### src/rtl/uart_tx_arbiter_if.sv
// Handshake bundle between the byte requesters, the UART transmitter and the arbiter.
// master = requesters/transmitter side, slave = arbiter side.
interface uart_tx_arbiter_if #(
    parameter int unsigned NUM_REQ = 4
);
    logic [NUM_REQ-1:0]   req;
    logic [8*NUM_REQ-1:0] req_data;
    logic [NUM_REQ-1:0]   ack;
    logic                 trmt;
    logic [7:0]           tx_data;
    logic                 tx_done;
    logic                 busy;
    logic [2:0]           gnt_id;
    logic                 tmo_err;

    modport master (
        output req, req_data, tx_done,
        input  ack, trmt, tx_data, busy, gnt_id, tmo_err
    );

    modport slave (
        input  req, req_data, tx_done,
        output ack, trmt, tx_data, busy, gnt_id, tmo_err
    );
endinterface

### src/rtl/uart_tx_arbiter.sv
// Round-robin arbiter sharing one UART transmitter between NUM_REQ byte sources,
// with trmt/tx_done sequencing, a post-byte idle gap and a stuck-transmitter timeout.
module uart_tx_arbiter #(
    parameter int unsigned NUM_REQ = 4,
    parameter int unsigned GAP_CYC = 16,
    parameter int unsigned TMO_CYC = 65536
) (
    input logic              clk,
    input logic              rst_n,
    uart_tx_arbiter_if.slave bus
);
    localparam int unsigned PW      = (NUM_REQ > 1) ? $clog2(NUM_REQ) : 1;
    localparam int unsigned CNT_MAX = (TMO_CYC > GAP_CYC) ? TMO_CYC : GAP_CYC;
    localparam int unsigned CW      = $clog2(CNT_MAX + 1);

    typedef enum logic [1:0] {
        IDLE,
        SEND,
        GAP
    } state_e;

    state_e             state_q, state_d;
    logic [CW-1:0]      cnt_q, cnt_d;
    logic [PW-1:0]      ptr_q, ptr_d;
    logic [2:0]         gnt_q, gnt_d;
    logic [7:0]         txd_q, txd_d;
    logic [NUM_REQ-1:0] ack_q, ack_d;
    logic               trmt_q, trmt_d;
    logic               tmo_q, tmo_d;

    logic               found;
    logic [PW-1:0]      idx;
    logic [PW-1:0]      win;
    logic [7:0]         win_byte;
    logic [NUM_REQ-1:0] win_onehot;

    // Search starts just past the last grant so every source gets a turn.
    always_comb begin
        found = 1'b0;
        idx   = '0;
        win   = ptr_q;
        for (int unsigned i = 1; i <= NUM_REQ; i++) begin
            idx = PW'((32'(ptr_q) + i) % NUM_REQ);
            if (!found && bus.req[idx]) begin
                found = 1'b1;
                win   = idx;
            end
        end
        win_byte   = '0;
        win_onehot = '0;
        for (int unsigned j = 0; j < NUM_REQ; j++) begin
            if (win == PW'(j)) begin
                win_byte      = bus.req_data[8*j +: 8];
                win_onehot[j] = 1'b1;
            end
        end
    end

    always_comb begin
        state_d = state_q;
        cnt_d   = cnt_q;
        ptr_d   = ptr_q;
        gnt_d   = gnt_q;
        txd_d   = txd_q;
        ack_d   = '0;
        trmt_d  = 1'b0;
        tmo_d   = 1'b0;
        unique case (state_q)
            IDLE: begin
                if (found) begin
                    state_d = SEND;
                    cnt_d   = '0;
                    ptr_d   = win;
                    gnt_d   = 3'(win);
                    txd_d   = win_byte;
                    ack_d   = win_onehot;
                    trmt_d  = 1'b1;
                end
            end
            SEND: begin
                cnt_d = cnt_q + 1'b1;
                // trmt_q marks the first SEND cycle, where tx_done is not yet meaningful.
                if (bus.tx_done && !trmt_q) begin
                    cnt_d   = '0;
                    state_d = (GAP_CYC > 0) ? GAP : IDLE;
                end else if (cnt_q == CW'(TMO_CYC - 1)) begin
                    state_d = IDLE;
                    tmo_d   = 1'b1;
                end
            end
            GAP: begin
                cnt_d = cnt_q + 1'b1;
                if (cnt_q == CW'(GAP_CYC - 1)) begin
                    state_d = IDLE;
                end
            end
            default: state_d = IDLE;
        endcase
    end

    always_ff @(posedge clk or negedge rst_n) begin
        if (!rst_n) begin
            state_q <= IDLE;
            cnt_q   <= '0;
            ptr_q   <= PW'(NUM_REQ - 1);
            gnt_q   <= '0;
            txd_q   <= '0;
            ack_q   <= '0;
            trmt_q  <= 1'b0;
            tmo_q   <= 1'b0;
        end else begin
            state_q <= state_d;
            cnt_q   <= cnt_d;
            ptr_q   <= ptr_d;
            gnt_q   <= gnt_d;
            txd_q   <= txd_d;
            ack_q   <= ack_d;
            trmt_q  <= trmt_d;
            tmo_q   <= tmo_d;
        end
    end

    assign bus.ack     = ack_q;
    assign bus.trmt    = trmt_q;
    assign bus.tx_data = txd_q;
    assign bus.busy    = (state_q != IDLE);
    assign bus.gnt_id  = gnt_q;
    assign bus.tmo_err = tmo_q;
endmodule

### src/flat_wrapper.sv
// flat-port wrapper written by rule: the top's interface ports become plain ports
module uart_tx_arbiter_flat 
#(
    parameter int unsigned NUM_REQ = 4,
    parameter int unsigned GAP_CYC = 16,
    parameter int unsigned TMO_CYC = 65536
)
  (clk, rst_n, bus_req, bus_req_data, bus_tx_done, bus_ack, bus_trmt, bus_tx_data, bus_busy, bus_gnt_id, bus_tmo_err);
  uart_tx_arbiter_if #(.NUM_REQ(NUM_REQ)) bus_i ();
  input logic clk;
  input logic rst_n;
  input wire logic [$bits(bus_i.req)-1:0] bus_req;
  input wire logic [$bits(bus_i.req_data)-1:0] bus_req_data;
  input wire logic [$bits(bus_i.tx_done)-1:0] bus_tx_done;
  output wire logic [$bits(bus_i.ack)-1:0] bus_ack;
  output wire logic [$bits(bus_i.trmt)-1:0] bus_trmt;
  output wire logic [$bits(bus_i.tx_data)-1:0] bus_tx_data;
  output wire logic [$bits(bus_i.busy)-1:0] bus_busy;
  output wire logic [$bits(bus_i.gnt_id)-1:0] bus_gnt_id;
  output wire logic [$bits(bus_i.tmo_err)-1:0] bus_tmo_err;
  assign bus_i.req = bus_req;
  assign bus_i.req_data = bus_req_data;
  assign bus_i.tx_done = bus_tx_done;
  assign bus_ack = bus_i.ack;
  assign bus_trmt = bus_i.trmt;
  assign bus_tx_data = bus_i.tx_data;
  assign bus_busy = bus_i.busy;
  assign bus_gnt_id = bus_i.gnt_id;
  assign bus_tmo_err = bus_i.tmo_err;
  uart_tx_arbiter #(.NUM_REQ(NUM_REQ), .GAP_CYC(GAP_CYC), .TMO_CYC(TMO_CYC)) u_core (.clk(clk), .rst_n(rst_n), .bus(bus_i));
endmodule
### config.mk
export PLATFORM = sky130hd
export DESIGN_NAME = uart_tx_arbiter_flat
export DESIGN_NICKNAME = d
export VERILOG_FILES = /design/src/rtl/uart_tx_arbiter_if.sv /design/src/rtl/uart_tx_arbiter.sv /design/src/flat_wrapper.sv
export SDC_FILE = /design/constraint.sdc
export NUM_CORES = 1
export LEC_CHECK = 0
export ABC_AREA = 1
export CAP_MARGIN = 30
export CORE_MARGIN = 3
export CORE_UTILIZATION = 32
export CTS_CLUSTER_SIZE = 25
export DETAILED_ROUTE_END_ITERATION = 12
export GPL_TIMING_DRIVEN = 0
export PLACE_DENSITY = 0.61
export SKIP_CTS_REPAIR_TIMING = 1
export SYNTH_ARGS = -nofsm -noshare
export SYNTH_HDL_FRONTEND = slang
export SYNTH_SLANG_ARGS = --single-unit
### constraint.sdc
create_clock -name clk -period 2.89 [get_ports clk]
set_clock_uncertainty 0.05 [all_clocks]
set_input_delay 0.289 -clock clk [delete_from_list [all_inputs] [get_ports clk]]
set_output_delay 0.289 -clock clk [all_outputs]
set_load 0.05 [all_outputs]
==> results.py, run 1 <==
metrics = {
    "route": {
        "dr.pass1.iters": 4,
        "routed_wl_mm": 6.06,
        "routedWlPerCell_um": 12.3,
        "drc": 0,
        "vias": 2322,
        "viasPerCell": 4.70,
        "first_iter_violations": 96,
        "antenna_left": 0,
    },
    "placed_design": {
        "gp_congestion": 0.904,
        "place_area_sq_um": 3190,
        "dp.final_hpwl_mm": 4.71,
        "portBuffers": 55,
        "preCtsSetupSlack_ns": 0.584,
    },
    "logic_synthesis": {
        "yosysSeqAreaShare_pct": 36.9,
        "synth.most_common_cell": "nand2_1",
        "syn_area_per_cell_sq_um": 7.58,
        "syn_nets": 376,
        "synth_flop_cell": "dfrtp_1",
        "synth_top_area_share_pct": 34.8,
        "yosys.area.top_type": "dfrtp_1",
        "synthTopCellsByArea": "dfrtp_1, nand2_1, nand3_1",
        "ys_top_cells_by_count": "nand2_1, dfrtp_1, nor2_1",
        "ys_types": 38,
        "async_flop_share_pct": 100,
        "synth-edff-count": 0,
        "ys_ff_latch": 37,
        "syn_area_sq_um": 2520,
        "netlist_instances": 332,
        "synth_warnings": 0,
    },
    "final_layout": {
        "regArea_sq_um": 928,
        "diodes": 0,
        "layout-drive-gt1-share_pct": 15.4,
        "syn2layout_area_growth_pct": 31.4,
        "design_area_sq_um": 3310,
        "multi_input_area_sq_um": 1340,
        "finalNetCount": 438,
        "nFillCells": 782,
    },
    "grt": {
        "grt_max_degree": 38,
        "grt_pass1_wl_mm": 10.5,
        "grtUsageTotal_pct": 14.6,
        "grt_overflow": 0,
        "grt_pass1_vias": 2315,
        "antenna_found_initial": 0,
    },
    "critical_path": {
        "arrival_ns": 1.97,
        "crit_path_max_fanout": 4,
        "crit_type": "register to primary output",
        "cpLargestDelayFamily": "buffers and inverters",
        "crit_required_ns": 2.55,
        "slowest_stage": "clkdlybuf4s50_1",
        "startpoint_type": "register",
        "cpMostUsedCell": "inv_1",
        "endpoint_kind": "primary output",
        "max_stage_delay_ns": 0.81,
        "path_buf_inv": 3,
        "path_cells": "inv_1 -> ha_1 -> inv_1 -> clkdlybuf4s50_1",
        "r2r_setup_slack_ns": 0.65,
    },
    "power": {
        "swShare_pct": 52.2,
        "power_frac_comb_pct": 71.1,
        "p_int_mw": 2.03,
        "ir_drop_mv": 0.540,
        "clkPwrFrac_pct": 11.2,
        "total_power_mw": 4.25,
        "power.density_nw_per_um2": 1290,
        "p_seq_share_pct": 17.7,
        "switchingPower_mw": 2.22,
        "p_leak_nw": 1.51,
    },
    "die": {
        "dieArea_sq_um": 8970,
        "initial_core_util_pct": 33.8,
        "die_height_um": 94.7,
        "boundaryPins": 57,
        "die_w_um": 94.7,
        "rows": 31,
        "core_area_sq_um": 7450,
    },
    "worst_hold_path": {
        "hold_path_class": "primary input to async pin",
    },
    "sta": {
        "max_freq_mhz": 433,
        "fin_crit_sh_pct": 79.8,
        "worst_pin_slew_ns": 0.814,
        "setup_viol": 0,
        "drv_slew": 0,
        "max_slew_margin_pct": 45.7,
        "worst_hold_slack_ns": 0.0335,
        "rsz0062_at_grt": "false",
        "layout_setup_ws_ns": 0.583,
        "hold_violations": 0,
        "fin_setup_tns_ns": 0,
        "period_needed_ns": 2.31,
    },
    "clock_tree": {
        "cts_made_buffers": 5,
        "cts_tree": "yes",
        "htreeDepth": 2,
        "clock-sinks": 37,
        "cts_root_buf": "clkbuf_8",
        "clk_path_buf_depth": 2,
        "clk_pin_slew_ns": 0.07,
        "insertion_delay_ns": 0.29,
    },
    "status": {
        "status": "finished, final reports clean",
    },
    "flow_run": {
        "max_cap_viol_count": 0,
    },
}
==> sequential cells by signal (all words and copies together), names as in the netlist <==
name and cells:
u_core.state_q 2, u_core.cnt_q 17, u_core.ptr_q 2, u_core.bus.gnt_id 2, u_core.bus.trmt 1, u_core.bus.tx_data 8
u_core.bus.ack 4, u_core.bus.tmo_err 1
==> cell type report <==
type / instances / share of cell area (%)
clock inverter: 2 / 1.14
clock buffer: 6 / 2.50
tap: 99 / 3.75
inverter: 38 / 4.54
timing repair buffer: 55 / 16.5
sequential: 37 / 28.1
multi-input combinational: 248 / 40.6
buffer: 9 / 2.88
==> metal layers <==
metal / GRT usage (%) / wire length [um] / share of wire, % / up-vias
met4: 3.97 / 82 / 1.4 / 0
met1: 18.7 / 2770 / 46 / 1059
li1: - / - / - / 1201
met3: 4.46 / 409 / 6.7 / 6
met2: 24.0 / 2800 / 46 / 56
met5: 0 / 0 / 0 / -
==> worst reg2reg max path, cell delays in order (launching register included) <==
cell and delay (ns):
dfrtp_1 0.40, inv_1 0.08, ha_1 0.21, inv_1 0.07, nor2_1 0.10, inv_1 0.06, a21oi_1 0.61, nand2_1 0.28
o21ai_1 0.19, o21a_1 0.13
==> layout by cell type, fill, tap and decap left out, drive strengths merged <==
cell type and count:
a21oi 13, a22oi 2, buf 9, bufinv 1, clkbuf 7, clkdlybuf4s50 54, clkinvlp 1, conb 1
dfrtp 35, dfstp 2, ha 5, inv 38, nand2 105, nand2b 1, nand3 40, nand3b 1
nand4 9, nor2 39, nor3 3, nor4 6, o211ai 1, o21a 1, o21ai 14, o22ai 3
or2 1, xor2 3
==> cell families after synthesis <==
family	Yosys count	share of synthesized area (%)
compound gates	34	7.90
simple gates	205	41.8
buf+inv	47	9.74
flops	37	36.9
fa+ha+maj	5	2.49
other cells	1	0.149
xor+xnor	3	1.04
==> power by group through the flow <==
stage                     logic, mW  clock network [mW]  registers, mW
final                          3.02               0.475          0.752
after global routing           3.38               0.505          0.771
after floorplan                2.06                   0           1.05
after detailed placement       3.06                   0          0.759
after CTS                      3.07               0.491          0.755
after global placement         3.02                   0          0.761
==> per-stage QoR <==
stage	cells	util, %
2_1_floorplan	332	-
3_3_place_gp	486	42.9
3_5_place_dp	486	42.8
4_1_cts	494	44.4
5_1_grt	494	44.4
6_report	494	44.4
==> worst paths after layout <==
| kind | start | endpoint | cells past startpoint |
|---|---|---|---|
| setup reg to reg | u_core.state_q[1]$_DFFE_PN0P_ | u_core.cnt_q[2]$_DFFE_PN0P_ | 9 |
| hold / removal | rst_n | u_core.cnt_q[11]$_DFFE_PN0P_ | 1 |
| hold reg to reg | u_core.bus.tx_data[6]$_DFFE_PN0P_ | u_core.bus.tx_data[6]$_DFFE_PN0P_ | 2 |
| min in group clk | u_core.bus.tx_data[6]$_DFFE_PN0P_ | u_core.bus.tx_data[6]$_DFFE_PN0P_ | 2 |
| max in group asynchronous | rst_n | u_core.bus.ack[0]$_DFF_PN0_ | 1 |
| setup / recovery | u_core.state_q[0]$_DFFE_PN0P_ | bus_busy | 4 |
(Power assumes the default switching activity.)
==> run 2: changes to the inputs <==
PLACE_DENSITY = 0.63   (was 0.61)
clock period = 2.1 ns   (was 2.89 ns; I/O delays follow)
==> run 2 against run 1 <==
The run now ends with negative hold slack left; die area unchanged; total power rose by 57%; largest cell class unchanged; register-to-register slack got worse by 0.63 ns; combinational power increased by 70%; sequential share of layout area is 2.8 points lower; count of clock-buffer cells in the layout shrank 1; worst setup slack got worse by 0.56 ns; non-clock buffer count is 20 higher; utilization grew 4.9 points.
==> results.py, run 2 (synthesis results as in run 1) <==
metrics = {
    "sta": {
        "rsz0062_at_grt": "true",
        "setup_viol": 0,
        "fin_setup_tns_ns": 0,
        "max_freq_mhz": 481,
        "fin_crit_sh_pct": 98.9,
        "period_needed_ns": 2.08,
        "worst_pin_slew_ns": 0.843,
        "worst_hold_slack_ns": -0.0280,
        "drv_slew": 0,
        "layout_setup_ws_ns": 0.0225,
        "max_slew_margin_pct": 43.8,
        "hold_violations": 35,
    },
    "placed_design": {
        "portBuffers": 55,
        "preCtsSetupSlack_ns": -0.142,
        "gp_congestion": 0.972,
        "place_inst": 486,
        "dp.final_hpwl_mm": 4.80,
    },
    "final_layout": {
        "largest_reg_flops": 17,
        "diodes": 0,
        "final_common_cell": "nand2_1",
        "layout.cells.non_filler": 514,
        "layout-drive-gt1-share_pct": 27.5,
        "largest_register": "u_core.cnt_q",
        "nFillCells": 736,
        "final_cell_mix": "nand2_1, clkdlybuf4s50_1, dfrtp_1",
        "syn2layout_area_growth_pct": 45.8,
        "utilization_pct": 49.3,
        "finalNetCount": 458,
    },
    "route": {
        "wl_met1_mm": 2.87,
        "routed_wl_mm": 6.75,
        "wl_met2_mm": 3.33,
        "antenna_left": 0,
        "drc": 0,
        "vias": 2457,
        "route.met3.wl_um": 479,
        "viasPerCell": 4.78,
        "dr.pass1.iters": 4,
        "routedWlPerCell_um": 13.1,
        "maxUsedRoutingLayer": "met4",
        "first_iter_violations": 86,
    },
    "grt": {
        "grt_pass1_vias": 2349,
        "grt_pass1_wl_mm": 10.7,
        "grtUsageTotal_pct": 15.0,
        "grt_max_degree": 38,
        "grt_overflow": 0,
        "antenna_found_initial": 0,
    },
    "clock_tree": {
        "clock-sinks": 37,
        "cts_tree": "yes",
        "htreeDepth": 2,
        "cts_made_buffers": 5,
        "clk_pin_slew_ns": 0.08,
        "clk_path_buf_depth": 2,
        "cts_root_buf": "clkbuf_8",
        "insertion_delay_ns": 0.29,
    },
    "power": {
        "power.density_nw_per_um2": 1820,
        "p_leak_nw": 1.68,
        "ir_drop_mv": 0.960,
    },
    "status": {
        "violations": "negative hold slack",
        "status": "finished, violations left",
    },
    "die": {
        "rows": 31,
        "dieArea_sq_um": 8970,
        "core_area_sq_um": 7450,
        "boundaryPins": 57,
        "initial_core_util_pct": 33.8,
        "die_w_um": 94.7,
        "die_height_um": 94.7,
    },
    "critical_path": {
        "crit_required_ns": 2.23,
        "crit_type": "register to register",
        "endpoint_kind": "register",
        "startpoint_type": "register",
        "worstRegToRegCells": 16,
        "arrival_ns": 2.21,
        "crit_path_max_fanout": 9,
    },
    "flow_run": {
        "max_cap_viol_count": 0,
    },
    "worst_hold_path": {
        "hold_path_class": "primary input to async pin",
    },
}
-- run 2: cell types whose count changed in the layout (fill, tap and decap cells not counted), sizes merged --
cell           change
bufinv             -1
dlymetal6s2s       +1
clkinv             +2
buf               +18
clkdlybuf4s50      -1
clkbuf             +1
-- run 2: path summary, 6_finish.rpt --
check	slack (ns)	to	start
max in group asynchronous	1.49	u_core.cnt_q[13]$_DFFE_PN0P_	rst_n
min in group clk	0.44	u_core.bus.tx_data[6]$_DFFE_PN0P_	u_core.bus.tx_data[6]$_DFFE_PN0P_
worst min-delay path	-0.03	u_core.cnt_q[5]$_DFFE_PN0P_	rst_n
worst min register to register	0.44	u_core.bus.tx_data[6]$_DFFE_PN0P_	u_core.bus.tx_data[6]$_DFFE_PN0P_
worst max-delay path	0.02	u_core.bus.tx_data[2]$_DFFE_PN0P_	u_core.ptr_q[0]$_DFFE_PN1P_
worst max register to register	0.02	u_core.bus.tx_data[2]$_DFFE_PN0P_	u_core.ptr_q[0]$_DFFE_PN1P_
-- run 2: critical path, cell delays in order, from the launching register on --
cell and delay [ns]:
dfstp_2 0.55, buf_8 0.12, inv_8 0.06, nand2_2 0.07
nand2_4 0.06, nand2_4 0.10, nand2_8 0.08, inv_2 0.06
nand3_2 0.08, nand3_2 0.09, nand2_4 0.06, buf_12 0.15
buf_12 0.13, nand3_2 0.05, nand4_1 0.10, nand2_1 0.10
nand2_1 0.05
-- run 2: where the power goes --
group / switching [mW] / internal, mW / leakage [nW]
Clock: 0.262 / 0.229 / 0.0439
Sequential: 0.119 / 0.927 / 0.483
Combinational: 3.07 / 2.07 / 1.16
Total: 3.45 / 3.22 / 1.68
-- run 2: final cells by class --
| class | count | area (sq um) | area share (%) |
|---|---|---|---|
| multi-input combinational | 248 | 1520 | 41.5 |
| timing repair buffer | 75 | 741 | 20.2 |
| inverter | 38 | 160 | 4.36 |
| buffer | 9 | 106 | 2.90 |
| tap | 99 | 124 | 3.38 |
| sequential | 37 | 928 | 25.3 |
| clock buffer | 5 | 68.8 | 1.88 |
| clock inverter | 3 | 17.5 | 0.477 |
-- run 2: through the flow --
stage          cell area (sq um)  power, mW
2_1_floorplan               2520       4.28
3_3_place_gp                3190       5.20
3_5_place_dp                3190       5.27
4_1_cts                     3270       5.78
5_1_grt                     3670       7.22
6_report                    3670       6.67
-- run 2: metal layers --
layer  vias up  GRT usage [%]
li1       1245              -
met1      1136           18.4
met2        68           25.4
met3         8           5.10
met4         0           3.37
met5         -              0
==> run 3: changes to the inputs <==
CORE_MARGIN = 4   (was 3)
CORE_UTILIZATION = 46   (was 32)
PLACE_DENSITY = 0.83   (was 0.63)
TNS_END_PERCENT = 30   (was unset)
==> run 3 against run 2 <==
Count of clock-buffer cells in the layout up 1; first-iteration DRC count up 140%; worst setup slack worse by 0.0035 ns; flip-flop and latch count unchanged; clock power up 33%; the flow still finishes with violations (negative hold slack); sequential power about the same; maximum frequency down 0.17%; die area down 25%; global-route usage up 4.7 points; register-to-register slack about the same; hold slack worse by 0.019 ns; utilization up 18 points.
==> results.py, run 3 (synthesis results as in run 1) <==
metrics = {
    "critical_path": {
        "path_cells": "buf_6 -> inv_6 -> nand2_2 -> nand2_4 -> nand2_4 -> nand2_8 -> nor2_8 -> nand3_1 -> nand2_2 -> buf_12 -> buf_12 -> nand3_2 -> nand4_1 -> nand2_1 -> nand2_1",
        "startpoint_type": "register",
        "crit_type": "register to register",
        "endpoint_kind": "register",
        "crit_required_ns": 2.28,
        "crit_path_max_fanout": 10,
        "slowest_stage": "dfstp_2",
        "arrival_ns": 2.27,
        "cp.depth": 15,
        "cpLargestDelayFamily": "simple AND/OR/NAND/NOR gates",
        "worstRegToRegCells": 15,
        "path_buf_inv": 4,
        "r2r-start": "u_core.ptr_q[0]$_DFFE_PN1P_",
        "r2r_setup_slack_ns": 0.02,
        "max_stage_delay_ns": 0.54,
        "startpoint": "u_core.ptr_q[0]$_DFFE_PN1P_",
    },
    "die": {
        "core_area_sq_um": 5200,
        "dieArea_sq_um": 6720,
        "rows": 26,
        "die_w_um": 82.0,
        "initial_core_util_pct": 48.4,
        "boundaryPins": 57,
        "die_height_um": 82.0,
    },
    "grt": {
        "grt_pass1_vias": 2316,
        "grt_max_degree": 38,
        "grtUsageTotal_pct": 19.6,
        "grt_overflow": 0,
        "antenna_found_initial": 0,
        "grt_pass1_wl_mm": 10.2,
    },
    "sta": {
        "worst_pin_slew_ns": 0.824,
        "layout_setup_ws_ns": 0.0190,
        "rsz0062_at_grt": "true",
        "max_freq_mhz": 481,
        "setup_viol": 0,
        "fin_crit_sh_pct": 99.1,
        "period_needed_ns": 2.08,
        "hold_violations": 35,
        "worst_hold_slack_ns": -0.0474,
        "max_slew_margin_pct": 45.0,
        "drv_slew": 0,
    },
    "clock_tree": {
        "cts_tree": "yes",
        "cts_made_buffers": 5,
        "clk_pin_slew_ns": 0.08,
        "insertion_delay_ns": 0.29,
        "cts_root_buf": "clkbuf_8",
        "clock-sinks": 37,
        "htreeDepth": 2,
        "clk_path_buf_depth": 2,
    },
    "final_layout": {
        "layout.cells.non_filler": 478,
        "largest_register": "u_core.cnt_q",
        "utilization_pct": 66.9,
        "design_area_sq_um": 3480,
        "final_cell_mix": "nand2_1, clkdlybuf4s50_1, dfrtp_1",
        "layout-drive-gt1-share_pct": 23.8,
        "finalNetCount": 451,
        "syn2layout_area_growth_pct": 38.3,
        "diodes": 0,
        "largest_reg_flops": 17,
        "final_common_cell": "nand2_1",
    },
    "status": {
        "status": "finished, violations left",
        "violations": "negative hold slack",
    },
    "route": {
        "vias": 2488,
        "first_iter_violations": 209,
        "viasPerCell": 5.21,
        "drc": 0,
        "dr.pass1.iters": 4,
        "routed_wl_mm": 6.56,
        "antenna_left": 0,
        "routedWlPerCell_um": 13.7,
    },
    "placed_design": {
        "portBuffers": 55,
        "place_inst": 457,
        "gp_congestion": 0.930,
        "dp.final_hpwl_mm": 4.73,
        "place_area_sq_um": 3150,
        "preCtsSetupSlack_ns": -0.108,
    },
    "power": {
        "power.density_nw_per_um2": 1780,
        "swShare_pct": 52.2,
        "p_seq_share_pct": 16.7,
        "clkPwrFrac_pct": 10.5,
        "switchingPower_mw": 3.24,
        "power_frac_comb_pct": 72.8,
        "p_leak_nw": 1.61,
        "p_int_mw": 2.97,
        "ir_drop_mv": 1.21,
    },
    "worst_hold_path": {
        "hold_path_class": "primary input to async pin",
    },
    "flow_run": {
        "max_cap_viol_count": 0,
    },
}
[run 3: worst register-to-register path: stages (launching register included)]
cell and delay [ns]:
dfstp_2 0.54, buf_6 0.13, inv_6 0.06, nand2_2 0.08
nand2_4 0.07, nand2_4 0.10, nand2_8 0.08, nor2_8 0.14
nand3_1 0.10, nand2_2 0.12, buf_12 0.16, buf_12 0.14
nand3_2 0.06, nand4_1 0.10, nand2_1 0.05, nand2_1 0.06
[run 3: through the flow]
step	power, mW	setup TNS [ns]	hold slack [ns]
after global placement	5.12	-3.23	0.421
final	6.21	0	-0.0474
after floorplan	4.28	0	-0.136
after detailed placement	5.24	-0.610	0.307
after CTS	5.91	-0.531	-0.0141
after global routing	6.70	-1.79	0.0323
[run 3: final timing paths]
path	endpoint
setup / recovery	u_core.bus.tx_data[2]$_DFFE_PN0P_
setup reg to reg	u_core.bus.tx_data[2]$_DFFE_PN0P_
max in group asynchronous	u_core.bus.ack[1]$_DFF_PN0_
hold / removal	u_core.cnt_q[11]$_DFFE_PN0P_
hold reg to reg	u_core.bus.tx_data[4]$_DFFE_PN0P_
min in group clk	u_core.bus.tx_data[4]$_DFFE_PN0P_
[run 3: cell type report]
type	count	area, sq um
fill	421	1720
timing repair buffer	68	641
tap	70	87.6
clock buffer	6	82.6
buffer	9	96.3
multi-input combinational	248	1460
sequential	37	928
inverter	38	153
clock inverter	2	37.5
[run 3: metal layers]
layer	wire, um	global-route usage (%)
met1	2800	23.7
met2	3310	34.9
met3	357	4.71
met4	91	4.98
met5	0	0
[run 3: power groups by stage]
stage	logic, mW	clock network [mW]	registers, mW
3_3_place_gp	4.07	0	1.04
4_1_cts	4.21	0.662	1.03
6_report	4.52	0.651	1.04
5_1_grt	4.95	0.688	1.06
3_5_place_dp	4.19	0	1.04
2_1_floorplan	2.83	0	1.45
